<file path="src/rtl/uart_receiver.sv">
// UART receive path: 16x-oversampled start detection, mid-bit sampling of
// 5..8 data bits, optional even/odd parity, 1 or 2 stop bits, break handling.
module uart_receiver (
  input  logic       clk_i,
  input  logic       rst_n_i,
  input  logic       sample_i,
  input  logic       rx_i,
  input  logic [1:0] data_bits_i,
  input  logic [1:0] parity_mode_i,
  input  logic       stop_bits_i,
  output logic [7:0] data_o,
  output logic       valid_o,
  output logic       parity_error_o,
  output logic       frame_error_o,
  output logic       busy_o
);

  typedef enum logic [2:0] {
    S_IDLE,
    S_START,
    S_DATA,
    S_PARITY,
    S_STOP,
    S_WAIT_HIGH
  } state_e;

  state_e      state_q, state_d;
  logic        rx_meta_q, rx_meta_d;
  logic        rxs_q, rxs_d;
  logic [3:0]  tcnt_q, tcnt_d;
  logic [2:0]  bcnt_q, bcnt_d;
  logic        stop_cnt_q, stop_cnt_d;
  logic [7:0]  shreg_q, shreg_d;
  logic        par_acc_q, par_acc_d;
  logic        par_err_q, par_err_d;
  logic        frame_err_q, frame_err_d;
  logic [1:0]  cfg_bits_q, cfg_bits_d;
  logic [1:0]  cfg_par_q, cfg_par_d;
  logic        cfg_stop2_q, cfg_stop2_d;
  logic [7:0]  data_out_q, data_out_d;
  logic        valid_q, valid_d;
  logic        perr_out_q, perr_out_d;
  logic        ferr_out_q, ferr_out_d;
  logic        busy_q, busy_d;

  logic        par_en;
  logic        last_bit;
  logic        fe_now;

  assign par_en   = cfg_par_q[0] ^ cfg_par_q[1];
  // Index of the final data bit is N-1 = 4 + data_bits code.
  assign last_bit = (bcnt_q == {1'b1, cfg_bits_q});
  assign fe_now   = frame_err_q | ~rxs_q;

  always_comb begin
    state_d     = state_q;
    rx_meta_d   = rx_i;
    rxs_d       = rx_meta_q;
    tcnt_d      = tcnt_q;
    bcnt_d      = bcnt_q;
    stop_cnt_d  = stop_cnt_q;
    shreg_d     = shreg_q;
    par_acc_d   = par_acc_q;
    par_err_d   = par_err_q;
    frame_err_d = frame_err_q;
    cfg_bits_d  = cfg_bits_q;
    cfg_par_d   = cfg_par_q;
    cfg_stop2_d = cfg_stop2_q;
    data_out_d  = data_out_q;
    valid_d     = 1'b0;
    perr_out_d  = 1'b0;
    ferr_out_d  = 1'b0;

    case (state_q)
      S_IDLE: begin
        if (sample_i && !rxs_q) begin
          state_d = S_START;
          tcnt_d  = 4'd0;
        end
      end

      S_START: begin
        if (sample_i) begin
          if (tcnt_q != 4'd7) begin
            tcnt_d = tcnt_q + 4'd1;
          end else if (!rxs_q) begin
            state_d     = S_DATA;
            tcnt_d      = 4'd0;
            bcnt_d      = 3'd0;
            stop_cnt_d  = 1'b0;
            shreg_d     = 8'h00;
            par_acc_d   = 1'b0;
            par_err_d   = 1'b0;
            frame_err_d = 1'b0;
            cfg_bits_d  = data_bits_i;
            cfg_par_d   = parity_mode_i;
            cfg_stop2_d = stop_bits_i;
          end else begin
            state_d = S_IDLE;
          end
        end
      end

      S_DATA: begin
        if (sample_i) begin
          if (tcnt_q == 4'd15) begin
            shreg_d[bcnt_q] = rxs_q;
            par_acc_d       = par_acc_q ^ rxs_q;
            tcnt_d          = 4'd0;
            bcnt_d          = bcnt_q + 3'd1;
            if (last_bit) begin
              state_d = par_en ? S_PARITY : S_STOP;
            end
          end else begin
            tcnt_d = tcnt_q + 4'd1;
          end
        end
      end

      S_PARITY: begin
        if (sample_i) begin
          if (tcnt_q == 4'd15) begin
            // Odd mode (code 10) expects an overall XOR of 1, so invert.
            par_err_d = par_acc_q ^ rxs_q ^ cfg_par_q[1];
            tcnt_d    = 4'd0;
            state_d   = S_STOP;
          end else begin
            tcnt_d = tcnt_q + 4'd1;
          end
        end
      end

      S_STOP: begin
        if (sample_i) begin
          if (tcnt_q == 4'd15) begin
            tcnt_d      = 4'd0;
            frame_err_d = fe_now;
            if (cfg_stop2_q && !stop_cnt_q) begin
              stop_cnt_d = 1'b1;
            end else begin
              stop_cnt_d = 1'b0;
              valid_d    = 1'b1;
              data_out_d = shreg_q;
              perr_out_d = par_err_q;
              ferr_out_d = fe_now;
              // A line still low after a framing error is a break: park until it rises.
              state_d    = (fe_now && !rxs_q) ? S_WAIT_HIGH : S_IDLE;
            end
          end else begin
            tcnt_d = tcnt_q + 4'd1;
          end
        end
      end

      S_WAIT_HIGH: begin
        if (rxs_q) begin
          state_d = S_IDLE;
        end
      end

      default: state_d = S_IDLE;
    endcase

    busy_d = (state_d != S_IDLE);
  end

  // NOTE: sequential state uses non-blocking assignments only, so every flop
  // samples the pre-edge value computed by the always_comb block above.
  always_ff @(posedge clk_i or negedge rst_n_i) begin
    if (!rst_n_i) begin
      state_q     <= S_IDLE;
      rx_meta_q   <= 1'b1;
      rxs_q       <= 1'b1;
      tcnt_q      <= 4'd0;
      bcnt_q      <= 3'd0;
      stop_cnt_q  <= 1'b0;
      shreg_q     <= 8'h00;
      par_acc_q   <= 1'b0;
      par_err_q   <= 1'b0;
      frame_err_q <= 1'b0;
      cfg_bits_q  <= 2'b00;
      cfg_par_q   <= 2'b00;
      cfg_stop2_q <= 1'b0;
      data_out_q  <= 8'h00;
      valid_q     <= 1'b0;
      perr_out_q  <= 1'b0;
      ferr_out_q  <= 1'b0;
      busy_q      <= 1'b0;
    end else begin
      state_q     <= state_d;
      rx_meta_q   <= rx_meta_d;
      rxs_q       <= rxs_d;
      tcnt_q      <= tcnt_d;
      bcnt_q      <= bcnt_d;
      stop_cnt_q  <= stop_cnt_d;
      shreg_q     <= shreg_d;
      par_acc_q   <= par_acc_d;
      par_err_q   <= par_err_d;
      frame_err_q <= frame_err_d;
      cfg_bits_q  <= cfg_bits_d;
      cfg_par_q   <= cfg_par_d;
      cfg_stop2_q <= cfg_stop2_d;
      data_out_q  <= data_out_d;
      valid_q     <= valid_d;
      perr_out_q  <= perr_out_d;
      ferr_out_q  <= ferr_out_d;
      busy_q      <= busy_d;
    end
  end

  assign data_o         = data_out_q;
  assign valid_o        = valid_q;
  assign parity_error_o = perr_out_q;
  assign frame_error_o  = ferr_out_q;
  assign busy_o         = busy_q;

endmodule

</file>
<file path="config.mk">
export PLATFORM = sky130hd
export DESIGN_NAME = uart_receiver
export DESIGN_NICKNAME = d
export VERILOG_FILES = /design/src/rtl/uart_receiver.sv
export SDC_FILE = /design/constraint.sdc
export NUM_CORES = 1
export LEC_CHECK = 0
export ABC_AREA = 1
export CELL_PAD_IN_SITES_DETAIL_PLACEMENT = 1
export CELL_PAD_IN_SITES_GLOBAL_PLACEMENT = 1
export CORE_ASPECT_RATIO = 0.8
export CORE_UTILIZATION = 42
export CTS_CLUSTER_SIZE = 30
export DETAILED_ROUTE_END_ITERATION = 10
export GPL_TIMING_DRIVEN = 0
export MAX_ROUTING_LAYER = met4
export PLACE_DENSITY = 0.77
export SYNTH_ARGS = -nofsm -noshare
export SYNTH_HDL_FRONTEND = slang
export SYNTH_SLANG_ARGS = --single-unit
</file>
<file path="constraint.sdc">
create_clock -name clk_i -period 2 [get_ports clk_i]
set_input_delay 0.5 -clock clk_i [delete_from_list [all_inputs] [get_ports clk_i]]
set_output_delay 0.5 -clock clk_i [all_outputs]
set_load 0.05 [all_outputs]
</file>
* After elaboration in Yosys (flattened, before gate mapping)
Cells that the tools add are included.
Widths: inputs -> output; s select.
** Operators by class
- Add/sub/neg operators :: 2
- $lt $le $gt $ge :: 2
- Equality and inequality tests :: 20
- Mux-type cells :: 66
- Bitwise gates (word level) :: 7
- Reductions and logical operators :: 19
** Operator list (number)
- $mux 3 :: 19
- $mux 8 :: 5
- $mux 1 :: 25
- $mux 4 :: 6
- $ne 2x2->1 const B :: 10
- $pmux 3 s6 :: 1
- $reduce_and 6->1 :: 3
- $pmux 8 s2 :: 1
- $pmux 4 s3 :: 1
- $bwmux 8 :: 1
- $pmux 1 s2 :: 4
- $reduce_and 4->1 :: 2
- $eq 3x2->1 const B :: 2
- $eq 3x3->1 const B :: 2
- $pmux 3 s2 :: 1
- $reduce_bool 2->1 :: 3
- $reduce_bool 3->1 :: 2
- $reduce_and 5->1 :: 1
- $add 4x1->4 const B :: 1
- $eq 4x4->1 const B :: 1
- $logic_and 1x1->1 :: 4
- $lt 3x4->1 const B :: 1
- $ne 4x3->1 const B :: 1
- $add 3x1->3 const B :: 1
- 13 further kinds :: 18
** Storage, ports and cells
- Bits in registers :: 41
- Output and inout port bits :: 12
- Logic and storage cells :: 134

* Logic depth before layout (Yosys ltp)
Gate-level depths: netlist of run 1.
- Word-level depth :: 9
- Depth in mapped cells :: 10
- Mapped depth without buffers :: 10

* Worst setup path after synthesis of run 1
No wires, ideal clock.
- Kind :: reg2reg
- Start point :: register tcnt_q[0]
- End point :: register bcnt_q[0]
- Data arrival time :: 1387 ps
- Required time :: 1882 ps
- Setup slack :: 496 ps
- Cell stages (with the launch flop) :: 8
- Buffers on the path :: 0
- Clock period less this slack :: 1504 ps
- Cells stage by stage :: dfrtp_1 > ha_1 > nand3_4 > o21ai_4 > and2_4 > nand2_4 > nand2_1 > o21ai_2
** Between the ends
- Word-level cells in the longest chain between the ends :: 3
- Elaborated cells between the ends (all ways) :: 5
- Classes of those cells :: eq/ne (4); reduce/logical (1)
** Ends and longest elaborated chain
- start: declaration :: RTL line 30 : logic [3:0] tcnt_q, tcnt_d;
- start signal: assignment :: RTL line 193 : tcnt_q <= tcnt_d;
- $eq 4x4->1 / $ne 4x3->1 (equally long branches) :: RTL line 106, 84
- $ne 2x2->1 (no line)
- $reduce_and 6->1 (no line) (*)
- end signal: assignment :: RTL line 194 : bcnt_q <= bcnt_d;
- end: declaration :: RTL line 31 : logic [2:0] bcnt_q, bcnt_d;
Mark *: on every way between the ends. The rest lies on a longest branch, timed or not.
A chain may end at the register's enable or synchronous reset.

* Final worst setup path of run 1
- Start point :: register data_out_q[3], in the netlist data_o[3]
- End point :: output data_o[3]
** RTL lines
- start: declaration :: RTL line 40 : logic [7:0] data_out_q, data_out_d;
- start signal: assignment :: RTL line 203 : data_out_q <= data_out_d;
- end: declaration :: RTL line 11 : output logic [7:0] data_o,
No word-level cell between the ends.

==> out/summary.txt, run 1 <==
status - finished, final reports clean
Critical Path Start Type - flop
largest net degree at the start of global routing - 33
routed wire length - 5301 um
io pins - 21
Area Growth Syn to Fin - 18.17%
initial antenna violation count - 0
CTS Root Cell - clkbuf_8
CP Launch Point - data_o[3]
largest delay contributor family on the critical path - buffers and inverters
Mapped Area - 0.002225 mm2
RSZ-0062 raised after global routing - false
Worst VDD drop - 0.0005351 V
fmax - 0.5089 GHz
register area - 0.001028 mm2
Syn Nets - 291
ANT nets after route - 0
Max stage delay on crit path - 0.82 ns
Max Slew Vio Count - 0
Crit Path Category - reg -> out
Placer Congestion - 0.8165
max cap viols - 0
die area - 0.005594 mm2
CTS tree - built
Multi-input gate area - 0.001065 mm2
measured slew at the worst slew-check pin - 0.5217 ns
Post-synth ARST share - 100.0%
# setup viols final - 0
R2R setup slack - 0.24 ns
yosys warns - 0
Hold Violations, Final - 0
Chip Height - 67.10 um
post-synthesis register bit count - 41
worst reg2reg path endpoint - par_acc_q
H-tree levels - 2
clock skew - 0.006165 ns
critical path arrival - 1.46 ns
first-pass GRT wire length - 9218 um
path depth of the worst reg2reg path - 7
Worst Setup End Kind - primary output
post-synth top area share - 43.87%
nets - 320
Critical path buffers and inverters - 1
crit path max fanout - 2
post-synthesis cell count - 280
Routed WL per cell - 14.25 um
area leader, netlist - dfrtp_1
Worst-path clk slew - 0.08 ns
Seq/Total Area, Yosys - 46.23%
most frequent cell after synthesis - nand2_1
post-synth cell types - 31
layout cells sized above 1 - 13.55%
1st-pass router iterations - 4
CTS sink count - 41
worst path cell trace - clkdlybuf4s50_1
Crit path required time - 1.50 ns
reg2reg start - tcnt_q[0]
gr usage total - 21.78%
Setup WS post-layout - 0.03516 ns
number of CTS-inserted buffers - 5
clock buffer depth - 2
Synth Flop Type - dfrtp_1
Row Count - 23
Tcrit/Tclk final - 98.24%
Worst-Skew Late Latency - 0.29 ns
via-per-instance ratio - 5.089
DP HPWL - 3992 um
DRC errors left - 0
Horiz. Die Dim - 83.37 um
min Tclk post-route - 1.965 ns
Commonest cells post-synth - nand2_1, dfrtp_1, nand3_1, nor2_1, inv_1
pwr/cell area - 979.8 mW/mm2
fill cell count - 625
via count - 1893
Core Region - 0.005065 mm2
vias in the first global route - 1869
# port buffers - 20
Post-CTS Hold Fix Bufs - 0
Post-synth EDFFs - 0
Total Power - 2.576 mW
# diodes - 0
Rel. slew slack - 65.16%
total grt overflow - 0
hold crit path type - in -> async
Setup WS pre-CTS - -0.1414 ns
Leak - 1.316 nW
Mean Syn Cell Area - 7.945 um2
drt initial violations - 105
Initial Util - 43.92%
synth top area cells - dfrtp_1, nand2_1, nand3_1, nor2_1, nand4_1
slowest cell on the critical path - clkdlybuf4s50_1
==> stage by stage <==
step / cell area, um2 / setup TNS [ns] / instances / hold slack, ns / utilization, %
5_1_grt: 2629 / 0 / 372 / 0.06308 / 51.90
2_1_floorplan: 2225 / 0 / 280 / 0.2044 / -
6_report: 2629 / 0 / 372 / 0.05638 / 51.90
4_1_cts: 2619 / 0 / 371 / 0.05782 / 51.70
3_5_place_dp: 2517 / -1.518 / 363 / 0.3517 / 49.70
3_3_place_gp: 2502 / -27.16 / 362 / 0.3463 / 49.41
==> state kept, by name, indices dropped and copies added, names as in the netlist, 2 cells and up <==
signal / flops
data_o: 8
shreg_q: 8
bcnt_q: 3
state_q: 3
tcnt_q: 4
cfg_bits_q: 2
cfg_par_q: 2
==> report_power, final <==
group / switching [mW] / total, mW / internal, mW
sequential: 0.104 / 1.03 / 0.925
combinational: 0.622 / 0.952 / 0.329
clock: 0.283 / 0.595 / 0.312
==> how the worst max path moves through the flow <==
| stage | to | depth (start not counted) |
|---|---|---|
| after CTS | data_o[1] | 1 |
| after floorplan | bcnt_q[0] | 7 |
| after global routing | data_o[3] | 1 |
| final | data_o[3] | 1 |
| after global placement | cfg_stop2_q | 1 |
| after detailed placement | shreg_q[6] | 7 |
==> cell type report <==
type,count,area share (%)
Multi-Input combinational cell,207,40.50
Sequential cell,41,39.12
Timing Repair Buffer,22,8.567
Inverter,28,3.998
Clock buffer,7,3.665
Tap cell,62,2.951
Buffer,4,0.9995
Clock inverter,1,0.1904
==> metal layers <==
layer / part of all wire [%] / GRT usage (%) / vias to the layer above
li1: - / - / 970
met1: 50 / 28.99 / 890
met2: 47 / 35.04 / 28
met3: 2.7 / 4.213 / 5
met4: 0.64 / 4.310 / 0
met5: 0 / - / -
==> cells in the final DEF, fill, tap and decap left out, drive strengths merged, types with 2 or more instances in the layout <==
| master | count |
|---|---|
| nand2 | 96 |
| dfrtp | 39 |
| nand3 | 29 |
| inv | 28 |
| nor2 | 27 |
| clkdlybuf4s50 | 18 |
| o21ai | 17 |
| nand4 | 14 |
| clkbuf | 7 |
| buf | 7 |
| a21oi | 5 |
| nor3 | 4 |
| xor2 | 4 |
| o31ai | 2 |
| ha | 2 |
| dfstp | 2 |
==> cell families (layout without fill, tap and decap cells) <==
group / after synthesis / after routing / synth area share [%]
compound gates: 24 / 24 / 7.142
xor+xnor: 5 / 5 / 1.968
fa+ha+maj: 2 / 2 / 1.125
buf+inv: 32 / 62 / 5.905
flops: 41 / 41 / 46.23
mux: 1 / 1 / 0.5062
simple gates: 175 / 175 / 37.12
==> worst reg2reg max path: stages, from the launching register on <==
cell,delay [ns]
dfrtp_1,0.41
ha_1,0.30
nand3_4,0.18
o21ai_4,0.34
and2_4,0.24
nand2_4,0.06
nand2_1,0.07
o21ai_2,0.05
==> repair_timing <==
item / 4_1_cts / 5_1_grt
resized for setup: 0 / 1
setup endpoints to repair: 0 / 3
buffers inserted: 0 / 1
(Power assumes the default switching activity.)
==> inputs of run 2 (changes only) <==
CORE_MARGIN = 2   (was unset)
HOLD_SLACK_MARGIN = 0.12   (was unset)
==> run 2 against run 1 <==
  * Final area grew 1.3%
  * Largest power group unchanged
  * Utilization grew 0.69 points
  * Critical path type unchanged
  * Non-clock buffer count shrank 1
  * Critical endpoint is now data_o[6]
  * Clock skew grew 0.0017 ns
==> out/summary.txt, run 2 (synthesis results as in run 1) <==
status - finished, final reports clean
pwr/cell area - 1046 mW/mm2
via-per-instance ratio - 5.337
Area Growth Syn to Fin - 19.74%
switching share of power - 37.19%
Crit Path Category - reg -> out
sequential fraction of design power - 36.9%
Placer Congestion - 0.8602
Max Slew Vio Count - 0
gr usage total - 20.51%
layout cells sized above 1 - 13.27%
Critical Path Start Type - flop
vias in the first global route - 1921
# setup viols final - 0
total grt overflow - 0
RSZ-0062 raised after global routing - false
Leak - 1.348 nW
# port buffers - 20
via count - 1980
Post-Route Setup TNS - 0 ns
Crit path required time - 1.50 ns
commonest cells after routing, fill and taps aside - nand2_1, dfrtp_1, nand3_1, nor2_1, inv_1
Horiz. Die Dim - 85.37 um
max cap viols - 0
Max stage delay on crit path - 0.80 ns
CTS tree - built
Worst-Skew Late Latency - 0.29 ns
Row Count - 23
nets - 319
ANT nets after route - 0
initial antenna violation count - 0
clock buffer depth - 2
worst path cell trace - clkdlybuf4s50_1
# diodes - 0
clock skew - 0.007829 ns
slowest cell on the critical path - clkdlybuf4s50_1
Hold Violations, Final - 0
Worst Setup End Kind - primary output
Post-CTS Hold Fix Bufs - 0
Setup WS pre-CTS - -0.1465 ns
crit path max fanout - 2
drt initial violations - 99
die area - 0.005899 mm2
1st-pass router iterations - 7
io pins - 21
setup repair bufs after CTS - 0
Worst-path clk slew - 0.08 ns
hold crit path type - in -> async
DRC errors left - 0
PostCTS Resize Cnt - 0
Routed WL per cell - 14.96 um
Core Region - 0.005065 mm2
clock share of power - 28.4%
combinational share of power - 34.8%
CTS Root Cell - clkbuf_8
Total Power - 2.787 mW
number of CTS-inserted buffers - 5
DP HPWL - 4038 um
P_sw - 1.036 mW
hold_ws - 0.1720 ns
routed wire length - 5551 um
first-pass GRT wire length - 9363 um
Critical path buffers and inverters - 1
Initial Util - 43.92%
Tcrit/Tclk final - 97.40%
largest delay contributor family on the critical path - buffers and inverters
Setup WS post-layout - 0.05193 ns
fmax - 0.5133 GHz
Worst VDD drop - 0.0004830 V
fill cell count - 620
largest net degree at the start of global routing - 22
commonest non-fill, non-tap cell in the layout - nand2_1
critical path arrival - 1.45 ns
internal power - 1.751 mW
measured slew at the worst slew-check pin - 0.5332 ns
Rel. slew slack - 64.45%
H-tree levels - 2
min Tclk post-route - 1.948 ns
CTS sink count - 41
Chip Height - 69.10 um
## run 2: changes by cell type in the layout (fill, tap and decap cells not counted), sizes merged
cell,before,now
clkbuf,7,5
bufinv,0,2
buf,7,6
clkdlybuf4s50,18,17
dlymetal6s2s,1,2
## run 2: layout make-up
cell class | instances | area (um2) | share of cell area, %
plain buffers | 4 | 26.28 | 0.9864
clock buffers | 5 | 68.82 | 2.583
clock inverters | 3 | 65.06 | 2.442
inverters | 28 | 105.1 | 3.946
multi-input cells | 207 | 1065 | 39.97
flip-flops and latches | 41 | 1028 | 38.61
well taps | 62 | 77.57 | 2.912
repair buffers | 21 | 227.7 | 8.549
## run 2: worst paths after layout
| path | startpoint | endpoint | slack (ns) | cells past startpoint |
|---|---|---|---|---|
| worst min register to register | rx_meta_q | rxs_q | 0.36 | 0 |
| max in group asynchronous | rst_n_i | shreg_q[5] | 1.33 | 2 |
| min in group clk_i | rx_meta_q | rxs_q | 0.36 | 0 |
| worst max register to register | tcnt_q[0] | par_acc_q | 0.26 | 7 |
| worst min-delay path | rst_n_i | busy_o | 0.17 | 1 |
| worst max-delay path | data_o[6] | data_o[6] | 0.05 | 1 |
## run 2: power by group through the flow
stage / sequential (mW) / combinational (mW) / clock, mW
after floorplan: 1.05 / 0.693 / 0
after detailed placement: 1.04 / 0.957 / 0
after global placement: 1.04 / 0.917 / 0
after global routing: 1.04 / 1.08 / 0.844
after CTS: 1.03 / 0.971 / 0.812
final: 1.03 / 0.969 / 0.791
## run 2: metal layers
metal | GRT usage, % | vias up | wire length, um
met1 | 28.82 | 972 | 2734
met3 | 4.311 | 4 | 215
met2 | 30.73 | 33 | 2570
met4 | 4.409 | 0 | 31
li1 | - | 971 | -
met5 | - | - | 0
## run 2: stage by stage
stage                     area (um2)  util (%)  std cells
after CTS                       2659     52.50        371
final                           2664     52.59        371
after floorplan                 2225         -        280
after detailed placement        2525     49.85        363
after global routing            2664     52.59        371
after global placement          2502     49.41        362
==> inputs of run 3 (changes only) <==
CELL_PAD_IN_SITES_DETAIL_PLACEMENT = unset   (was 1)
CELL_PAD_IN_SITES_GLOBAL_PLACEMENT = unset   (was 1)
CORE_UTILIZATION = 50   (was 42)
PLACE_DENSITY = 0.7   (was 0.77)
==> run 3 against run 2 <==
  * Highest routed layer unchanged
  * Final area is 1.5% lower
  * Die area is 15% lower
  * Largest cell class unchanged
  * Non-clock buffer count stayed put
  * Sequential power hardly changed
  * Utilization is 9.4 points higher
  * Wire length is 23% lower
  * Clock-buffer cell count stayed put
  * Via count is 5.9% lower
==> out/summary.txt, run 3 (synthesis results as in run 1) <==
min Tclk post-route - 1.938 ns
reg2reg start - tcnt_q[0]
Crit path required time - 1.50 ns
initial antenna violation count - 0
worst path cell trace - clkdlybuf4s50_1
sequential fraction of design power - 39.8%
worst reg2reg path endpoint - bcnt_q[0]
CTS sink count - 41
H-tree levels - 2
# diodes - 0
1st-pass router iterations - 4
CTS tree - built
Worst Setup End Kind - primary output
commonest cells after routing, fill and taps aside - nand2_1, dfrtp_1, nand3_1, nor2_1, inv_1
Chip Height - 63.66 um
Area Growth Syn to Fin - 17.89%
via count - 1863
total grt overflow - 0
internal power - 1.617 mW
setup repair bufs after CTS - 0
Critical path buffers and inverters - 1
Max Slew Vio Count - 0
max cap viols - 0
P_sw - 951.2 uW
first-pass GRT wire length - 7990 um
Worst VDD drop - 0.0005679 V
RSZ-0062 raised after global routing - false
Initial Util - 52.59%
Placer Congestion - 0.9722
DP HPWL - 3246 um
CTS Root Cell - clkbuf_8
measured slew at the worst slew-check pin - 0.4917 ns
Critical Path Start Type - flop
Core Region - 0.004230 mm2
slowest cell on the critical path - clkdlybuf4s50_1
commonest non-fill, non-tap cell in the layout - nand2_1
switching share of power - 37.03%
PostCTS Resize Cnt - 0
vias in the first global route - 1742
Leak - 1.297 nW
routed wire length - 4297 um
Rel. slew slack - 67.12%
Finished Layout Cells - 365
clock skew - 0.008332 ns
drt initial violations - 117
# setup viols final - 0
Post-CTS Hold Fix Bufs - 0
# port buffers - 20
R2R setup slack - 0.28 ns
io pins - 21
combinational share of power - 35.8%
Worst-Skew Late Latency - 0.29 ns
Worst-path clk slew - 0.08 ns
largest net degree at the start of global routing - 23
status - finished, final reports clean
Routed WL per cell - 11.77 um
ANT nets after route - 0
Crit Path Category - reg -> out
Max stage delay on crit path - 0.80 ns
layout cells sized above 1 - 12.99%
clock buffer depth - 2
die area - 0.005002 mm2
pwr/cell area - 979.5 mW/mm2
via-per-instance ratio - 5.104
fmax - 0.5159 GHz
largest delay contributor family on the critical path - buffers and inverters
path depth of the worst reg2reg path - 7
hold_ws - 0.1658 ns
hold crit path type - in -> async
Hold Violations, Final - 0
Tcrit/Tclk final - 96.92%
nets - 319
gr usage total - 20.78%
critical path arrival - 1.44 ns
end-of-flow core utilization - 61.99%
DRC errors left - 0
fill cell count - 375
Horiz. Die Dim - 78.58 um
Row Count - 21
Placed Cells - 358
number of CTS-inserted buffers - 5
crit path max fanout - 2
clock share of power - 24.4%
## run 3: changes by cell type in the layout (fill, tap and decap cells not counted), sizes merged
cell | before | now
bufinv | 2 | 1
clkdlybuf4s50 | 17 | 19
dlymetal6s2s | 2 | 0
## run 3: worst max-delay path by stage
stage / to / slack, ns / cells after the start / from
after floorplan: bcnt_q[0] / 0.50 / 7 / tcnt_q[0]
after CTS: data_o[3] / 0.05 / 1 / data_o[3]
after detailed placement: shreg_q[0] / -0.06 / 7 / sample_i
final: data_o[3] / 0.06 / 1 / data_o[3]
after global routing: data_o[6] / 0.02 / 1 / data_o[6]
after global placement: valid_o / -0.62 / 1 / rst_n_i
## run 3: final cells by class
class	instances	area, um2	area share [%]
timing repair buffer	21	222.7	8.492
sequential	41	1028	39.22
clock buffer	5	68.82	2.624
buffer	4	26.28	1.002
multi-input combinational	207	1065	40.60
tap	57	71.32	2.719
inverter	28	105.1	4.008
clock inverter	2	35.03	1.336
## run 3: routing by layer
layer	global-route usage (%)	part of all wire (%)	vias to the layer above
met3	3.868	4.9	3
met2	30.02	42	48
met5	-	0	-
met4	5.921	0.40	0
met1	29.97	53	843
li1	-	-	969
## run 3: per-stage QoR
step / cell area (um2) / TNS (ns) / power [mW] / worst slack [ns]
2_1_floorplan: 2225 / 0 / 1.743 / 0.4955
3_3_place_gp: 2496 / -24.75 / 1.929 / -0.6159
3_5_place_dp: 2519 / -0.5676 / 1.950 / -0.06398
4_1_cts: 2623 / 0 / 2.582 / 0.05005
5_1_grt: 2623 / 0 / 2.754 / 0.01611
6_report: 2623 / 0 / 2.569 / 0.06163
## run 3: power by group through the flow
| stage | Combinational, mW | Clock, mW | Sequential [mW] |
|---|---|---|---|
| 2_1_floorplan | 0.693 | 0 | 1.05 |
| 3_3_place_gp | 0.891 | 0 | 1.04 |
| 3_5_place_dp | 0.912 | 0 | 1.04 |
| 4_1_cts | 0.916 | 0.644 | 1.02 |
| 5_1_grt | 1.03 | 0.679 | 1.04 |
| 6_report | 0.919 | 0.627 | 1.02 |
